==> src/rtl/pc_sequencer.sv <==
// Fetch PC owner and instruction-bus request sequencer with a 1-entry skid buffer.
// Optional performance counters are built when PC_SEQ_PERF_EN is defined.
module pc_sequencer #(
  parameter logic [63:0] RESET_PC = 64'h8000_0000
) (
  input  logic        clk,
  input  logic        reset,
  input  logic        ibus_ok,
  input  logic [31:0] ibus_data,
  input  logic [63:0] pred_pc,
  input  logic        stall,
  input  logic        redirect_valid,
  input  logic [63:0] redirect_pc,
  output logic [63:0] pc,
  output logic        req_valid,
  output logic        out_valid,
  output logic [63:0] out_pc,
  output logic [31:0] out_instr,
  output logic [31:0] perf_wait_cyc,
  output logic [31:0] perf_redirects,
  output logic [1:0]  dbg_state
);

  localparam logic [1:0] ST_RUN  = 2'd0;
  localparam logic [1:0] ST_DROP = 2'd1;
  localparam logic [1:0] ST_BUF  = 2'd2;

  // Handshake: once req_valid=1 is presented with a pc, both hold until ibus_ok=1
  // completes that request; ibus_data is only meaningful in that completing cycle.
  logic [1:0]  state_q, state_d;
  logic [63:0] pc_q, pc_d;
  logic [63:0] pend_pc_q, pend_pc_d;
  logic [63:0] buf_pc_q, buf_pc_d;
  logic [31:0] buf_instr_q, buf_instr_d;

  logic        req_valid_c;
  logic        out_valid_c;
  logic [63:0] out_pc_c;
  logic [31:0] out_instr_c;

  always_comb begin
    state_d     = state_q;
    pc_d        = pc_q;
    pend_pc_d   = pend_pc_q;
    buf_pc_d    = buf_pc_q;
    buf_instr_d = buf_instr_q;
    req_valid_c = 1'b0;
    out_valid_c = 1'b0;
    out_pc_c    = 64'd0;
    out_instr_c = 32'd0;
    case (state_q)
      ST_RUN: begin
        req_valid_c = 1'b1;
        if (ibus_ok) begin
          if (redirect_valid) begin
            pc_d = redirect_pc;
          end else if (!stall) begin
            out_valid_c = 1'b1;
            out_pc_c    = pc_q;
            out_instr_c = ibus_data;
            pc_d        = pred_pc;
          end else begin
            buf_pc_d    = pc_q;
            buf_instr_d = ibus_data;
            pc_d        = pred_pc;
            state_d     = ST_BUF;
          end
        end else if (redirect_valid) begin
          // The request is already on the bus, so wait it out before redirecting.
          pend_pc_d = redirect_pc;
          state_d   = ST_DROP;
        end
      end
      ST_DROP: begin
        req_valid_c = 1'b1;
        if (ibus_ok) begin
          pc_d    = redirect_valid ? redirect_pc : pend_pc_q;
          state_d = ST_RUN;
        end else if (redirect_valid) begin
          pend_pc_d = redirect_pc;
        end
      end
      ST_BUF: begin
        if (redirect_valid) begin
          buf_pc_d    = 64'd0;
          buf_instr_d = 32'd0;
          pc_d        = redirect_pc;
          state_d     = ST_RUN;
        end else begin
          out_valid_c = 1'b1;
          out_pc_c    = buf_pc_q;
          out_instr_c = buf_instr_q;
          if (!stall) state_d = ST_RUN;
        end
      end
      default: state_d = ST_RUN;
    endcase
  end

  always_ff @(posedge clk or negedge reset) begin
    if (!reset) begin
      state_q     <= ST_RUN;
      pc_q        <= RESET_PC;
      pend_pc_q   <= 64'd0;
      buf_pc_q    <= 64'd0;
      buf_instr_q <= 32'd0;
    end else begin
      state_q     <= state_d;
      pc_q        <= pc_d;
      pend_pc_q   <= pend_pc_d;
      buf_pc_q    <= buf_pc_d;
      buf_instr_q <= buf_instr_d;
    end
  end

  // Outputs are forced quiet while reset is held so the async reset is visible at once.
  assign pc        = pc_q;
  assign req_valid = req_valid_c;
  assign out_valid = reset & out_valid_c;
  assign out_pc    = reset ? out_pc_c : 64'd0;
  assign out_instr = reset ? out_instr_c : 32'd0;
  assign dbg_state = state_q;

`ifdef PC_SEQ_PERF_EN
  logic [31:0] wait_cyc_q, wait_cyc_d;
  logic [31:0] redirects_q, redirects_d;

  always_comb begin
    wait_cyc_d  = wait_cyc_q;
    redirects_d = redirects_q;
    if (req_valid_c && !ibus_ok && (wait_cyc_q != 32'hFFFF_FFFF)) wait_cyc_d = wait_cyc_q + 32'd1;
    if (redirect_valid && (redirects_q != 32'hFFFF_FFFF)) redirects_d = redirects_q + 32'd1;
  end

  always_ff @(posedge clk or negedge reset) begin
    if (!reset) begin
      wait_cyc_q  <= 32'd0;
      redirects_q <= 32'd0;
    end else begin
      wait_cyc_q  <= wait_cyc_d;
      redirects_q <= redirects_d;
    end
  end

  assign perf_wait_cyc  = wait_cyc_q;
  assign perf_redirects = redirects_q;
`else
  assign perf_wait_cyc  = 32'd0;
  assign perf_redirects = 32'd0;
`endif

endmodule

==> config.mk <==
export PLATFORM = sky130hd
export DESIGN_NAME = pc_sequencer
export DESIGN_NICKNAME = d
export VERILOG_FILES = /design/src/rtl/pc_sequencer.sv
export SDC_FILE = /design/constraint.sdc
export NUM_CORES = 1
export LEC_CHECK = 0
export BUFFER_PORTS_ARGS = -buffer_cell sky130_fd_sc_hd__buf_4
export CAP_MARGIN = 20
export CORE_AREA = 4 4 176 178
export DETAILED_ROUTE_END_ITERATION = 12
export DIE_AREA = 0 0 180 182
export PLACE_DENSITY = 0.75
export REMOVE_ABC_BUFFERS = 1
export SLEW_MARGIN = 25
export SYNTH_ARGS = -nofsm -noshare
export SYNTH_HDL_FRONTEND = slang
export SYNTH_SLANG_ARGS = --single-unit
==> constraint.sdc <==
create_clock -name clk -period 5.7 [get_ports clk]
set_input_delay 0.855 -clock clk [delete_from_list [all_inputs] [get_ports clk]]
set_output_delay 0.855 -clock clk [all_outputs]
set_load 0.01 [all_outputs]
==> metrics.yaml <==
outcome: "finished clean"
post_cts_resized: 0
gp_congestion: 0.843
clk_pin_slew_ns: 0.06
cts_hold_buffers: 0
power.share.sequential_pct: 35.2
syn_area_um2: 13100
slew_violations: 0
place_inst: 1795
finalCritPeriodShare_pct: 81.6
track_usage_pct: 22.9
synth_top_area_cell: "dfrtp_1"
antenna_found_initial: 0
ys_ff_latch: 226
placed_cell_area_um2: 15400
clockBufferDepth: 3
ys.warnings.count: 0
nFillCells: 2563
clock_sinks: 226
rows: 63
start_util_pct: 44.5
ys_types: 37
relSlewSlack_pct: 29.6
grt_pass1_wl_mm: 63.0
drv_cap: 0
cts_root_buf: "clkbuf_16"
synth_edf_count: 0
ioPinCount: 393
cts_tree: "built"
num_vias: 11100
final_util_pct: 55.2
grt_pass1_vias: 11400
power_density_nw_per_um2: 508
endpoint_kind: "primary output"
grt.overflow.total: 0
io_buffer_count: 328
final_area_um2: 16200
synth_flop_cell: "dfrtp_1"
cts_setup_buffers: 0
drt-pass1-iter-count: 5
final_hold_viol_count: 0
worst_slew_pin_slew_ns: 1.06
finClkSkew_ns: 0.00745
synth_top_area_share_pct: 43.0
via_per_inst: 6.00
fmax_mhz: 215
yosysSeqAreaShare_pct: 43.2
hp-class: "in2async"
p_clk_share_pct: 20.8
worst-path-max-fanout: 71
drt_wl_total_mm: 39.8
routedWlPerCell_um: 21.6
drcViolationCount: 0
synth.avg_cell_area_um2: 10.9
cts_buffers: 27
hpwl_mm: 24.3
p_int_mw: 5.08
die_h_um: 182
die-width_um: 180
r2r.worst_path.cells: 6
drive_gt1_share_pct: 36.2
synth.top_cells.by_area: "dfrtp_1 43%, o31ai_1 7.3%, a22o_1 6.4%"
comb_power_share_pct: 44.0
leakagePower_nw: 7.35
period_needed_ns: 4.65
crit_path_start_kind: "flip-flop"
stdcell_count: 1844
final_nets: 1603
swShare_pct: 38.3
hold_ws_ns: 0.330
die_area_um2: 32800
ir_drop_mv: 0.468
setup_violations: 0
antennaDiodeCount: 0
switchingPower_mw: 3.16
drt_iter0_markers: 819
crit_arrival_ns: 3.80
areaGrowthSynthToFinish_pct: 24.1
synth_cells: 1197
crit_type: "reg2out"
async_flop_share_pct: 100
core_area_um2: 29400
htreeDepth: 1
rsz0062_at_grt: "false"
required_ns: 4.85
antenna_left: 0
grt_max_degree: 119
clk_latency_ns: 0.53
cell families (layout without fill, tap and decap cells):
kind of cell / Yosys count / after routing / share of synthesized area [%]
AOI/OAI and AO/OA: 459 / 459 / 27.9
DFF: 226 / 226 / 43.2
buffers and inverters: 206 / 400 / 9.49
and+or+nand+nor: 173 / 173 / 6.53
muxes: 128 / 128 / 12.5
adders and majority gates: 4 / 4 / 0.383
other: 1 / 64 / 0.0287
synth_stat cells, types with 2 or more instances:
library cell	n
a211o_1	2
a211oi_1	65
a221oi_1	66
a22o_1	96
a22oi_1	96
and2_1	4
buf_1	5
buf_2	32
buf_4	72
buf_6	21
clkbuf_1	72
dfrtp_1	225
ha_1	4
inv_1	3
mux2_1	7
mux2_2	71
mux2_4	50
nand2_1	2
nor2_1	98
nor2b_1	62
o31ai_1	128
worst paths after layout:
path,end,startpoint,slack [ns]
min,buf_instr_q[13],reset,0.33
min reg2reg,pend_pc_q[51],pend_pc_q[51],0.48
max reg2reg,pc[48],dbg_state[0],1.77
max in group asynchronous,pc[62],reset,3.99
max,out_pc[18],dbg_state[0],1.05
min in group clk,pend_pc_q[51],pend_pc_q[51],0.48
worst max-delay path, stage by stage (launching register included):
cell,delay [ns]
dfrtp_1,0.43
inv_1,0.18
ha_4,0.77
nor2b_4,0.94
buf_4,0.49
a22oi_1,0.15
nor2_1,0.13
buf_4,0.14
flip-flops by register name, indices dropped and copies added, names as in the netlist:
signal and count:
buf_instr_q 32, buf_pc_q 64, dbg_state 2, pc 64, pend_pc_q 64
cells in the final DEF (no fill, tap or decap), types with 3 or more instances in the layout:
cell | netlist | final
buf_4 | 72 | 338
dfrtp_1 | 225 | 225
o31ai_1 | 128 | 128
nor2_1 | 98 | 98
a22oi_1 | 96 | 96
a22o_1 | 96 | 96
mux2_2 | 71 | 71
a221oi_1 | 66 | 66
a211oi_1 | 65 | 65
conb_1 | 1 | 64
nor2b_1 | 62 | 61
mux2_4 | 50 | 50
clkbuf_16 | 0 | 27
mux2_1 | 7 | 7
clkinv_2 | 0 | 6
clkbuf_8 | 0 | 6
clkbuf_1 | 72 | 6
buf_12 | 0 | 5
and2_1 | 4 | 4
inv_1 | 3 | 3
ha_2 | 0 | 3
power by group through the flow:
stage / clock, mW / combinational [mW] / sequential (mW)
finish: 1.71 / 3.63 / 2.91
global route: 1.83 / 3.93 / 2.99
CTS: 1.76 / 3.64 / 2.89
detailed placement: 0 / 3.63 / 2.89
global placement: 0 / 3.51 / 2.87
floorplan: 0 / 2.24 / 2.85
per-layer routing:
layer  vias to the layer above  global-route usage (%)  wire length (um)  share of wire, %
met5                         -                       0                 0                 0
met1                      5550                    30.2             16600                42
li1                       4981                       -                 -                 -
met4                         0                    5.43               678               1.7
met3                        55                    4.71              3040               7.6
met2                       471                    39.0             19400                49
per-stage QoR:
stage / power, mW / TNS (ns) / setup slack [ns]
2_1_floorplan: 5.08 / -417.20 / -3.50
3_3_place_gp: 6.38 / 0 / 1.74
3_5_place_dp: 6.53 / 0 / 1.60
4_1_cts: 8.30 / 0 / 1.01
5_1_grt: 8.75 / 0 / 0.780
6_report: 8.25 / 0 / 1.05
layout make-up:
class | count | area (um^2) | share of cell area [%]
inverter | 4 | 17.5 | 0.108
clock inverter | 10 | 106 | 0.655
tap | 390 | 488 | 3.00
multi-input combinational | 828 | 6490 | 40.0
timing repair buffer | 347 | 2700 | 16.6
clock buffer | 39 | 781 | 4.81
sequential | 226 | 5660 | 34.8
No activity file was read; power rests on OpenSTA's default activity.
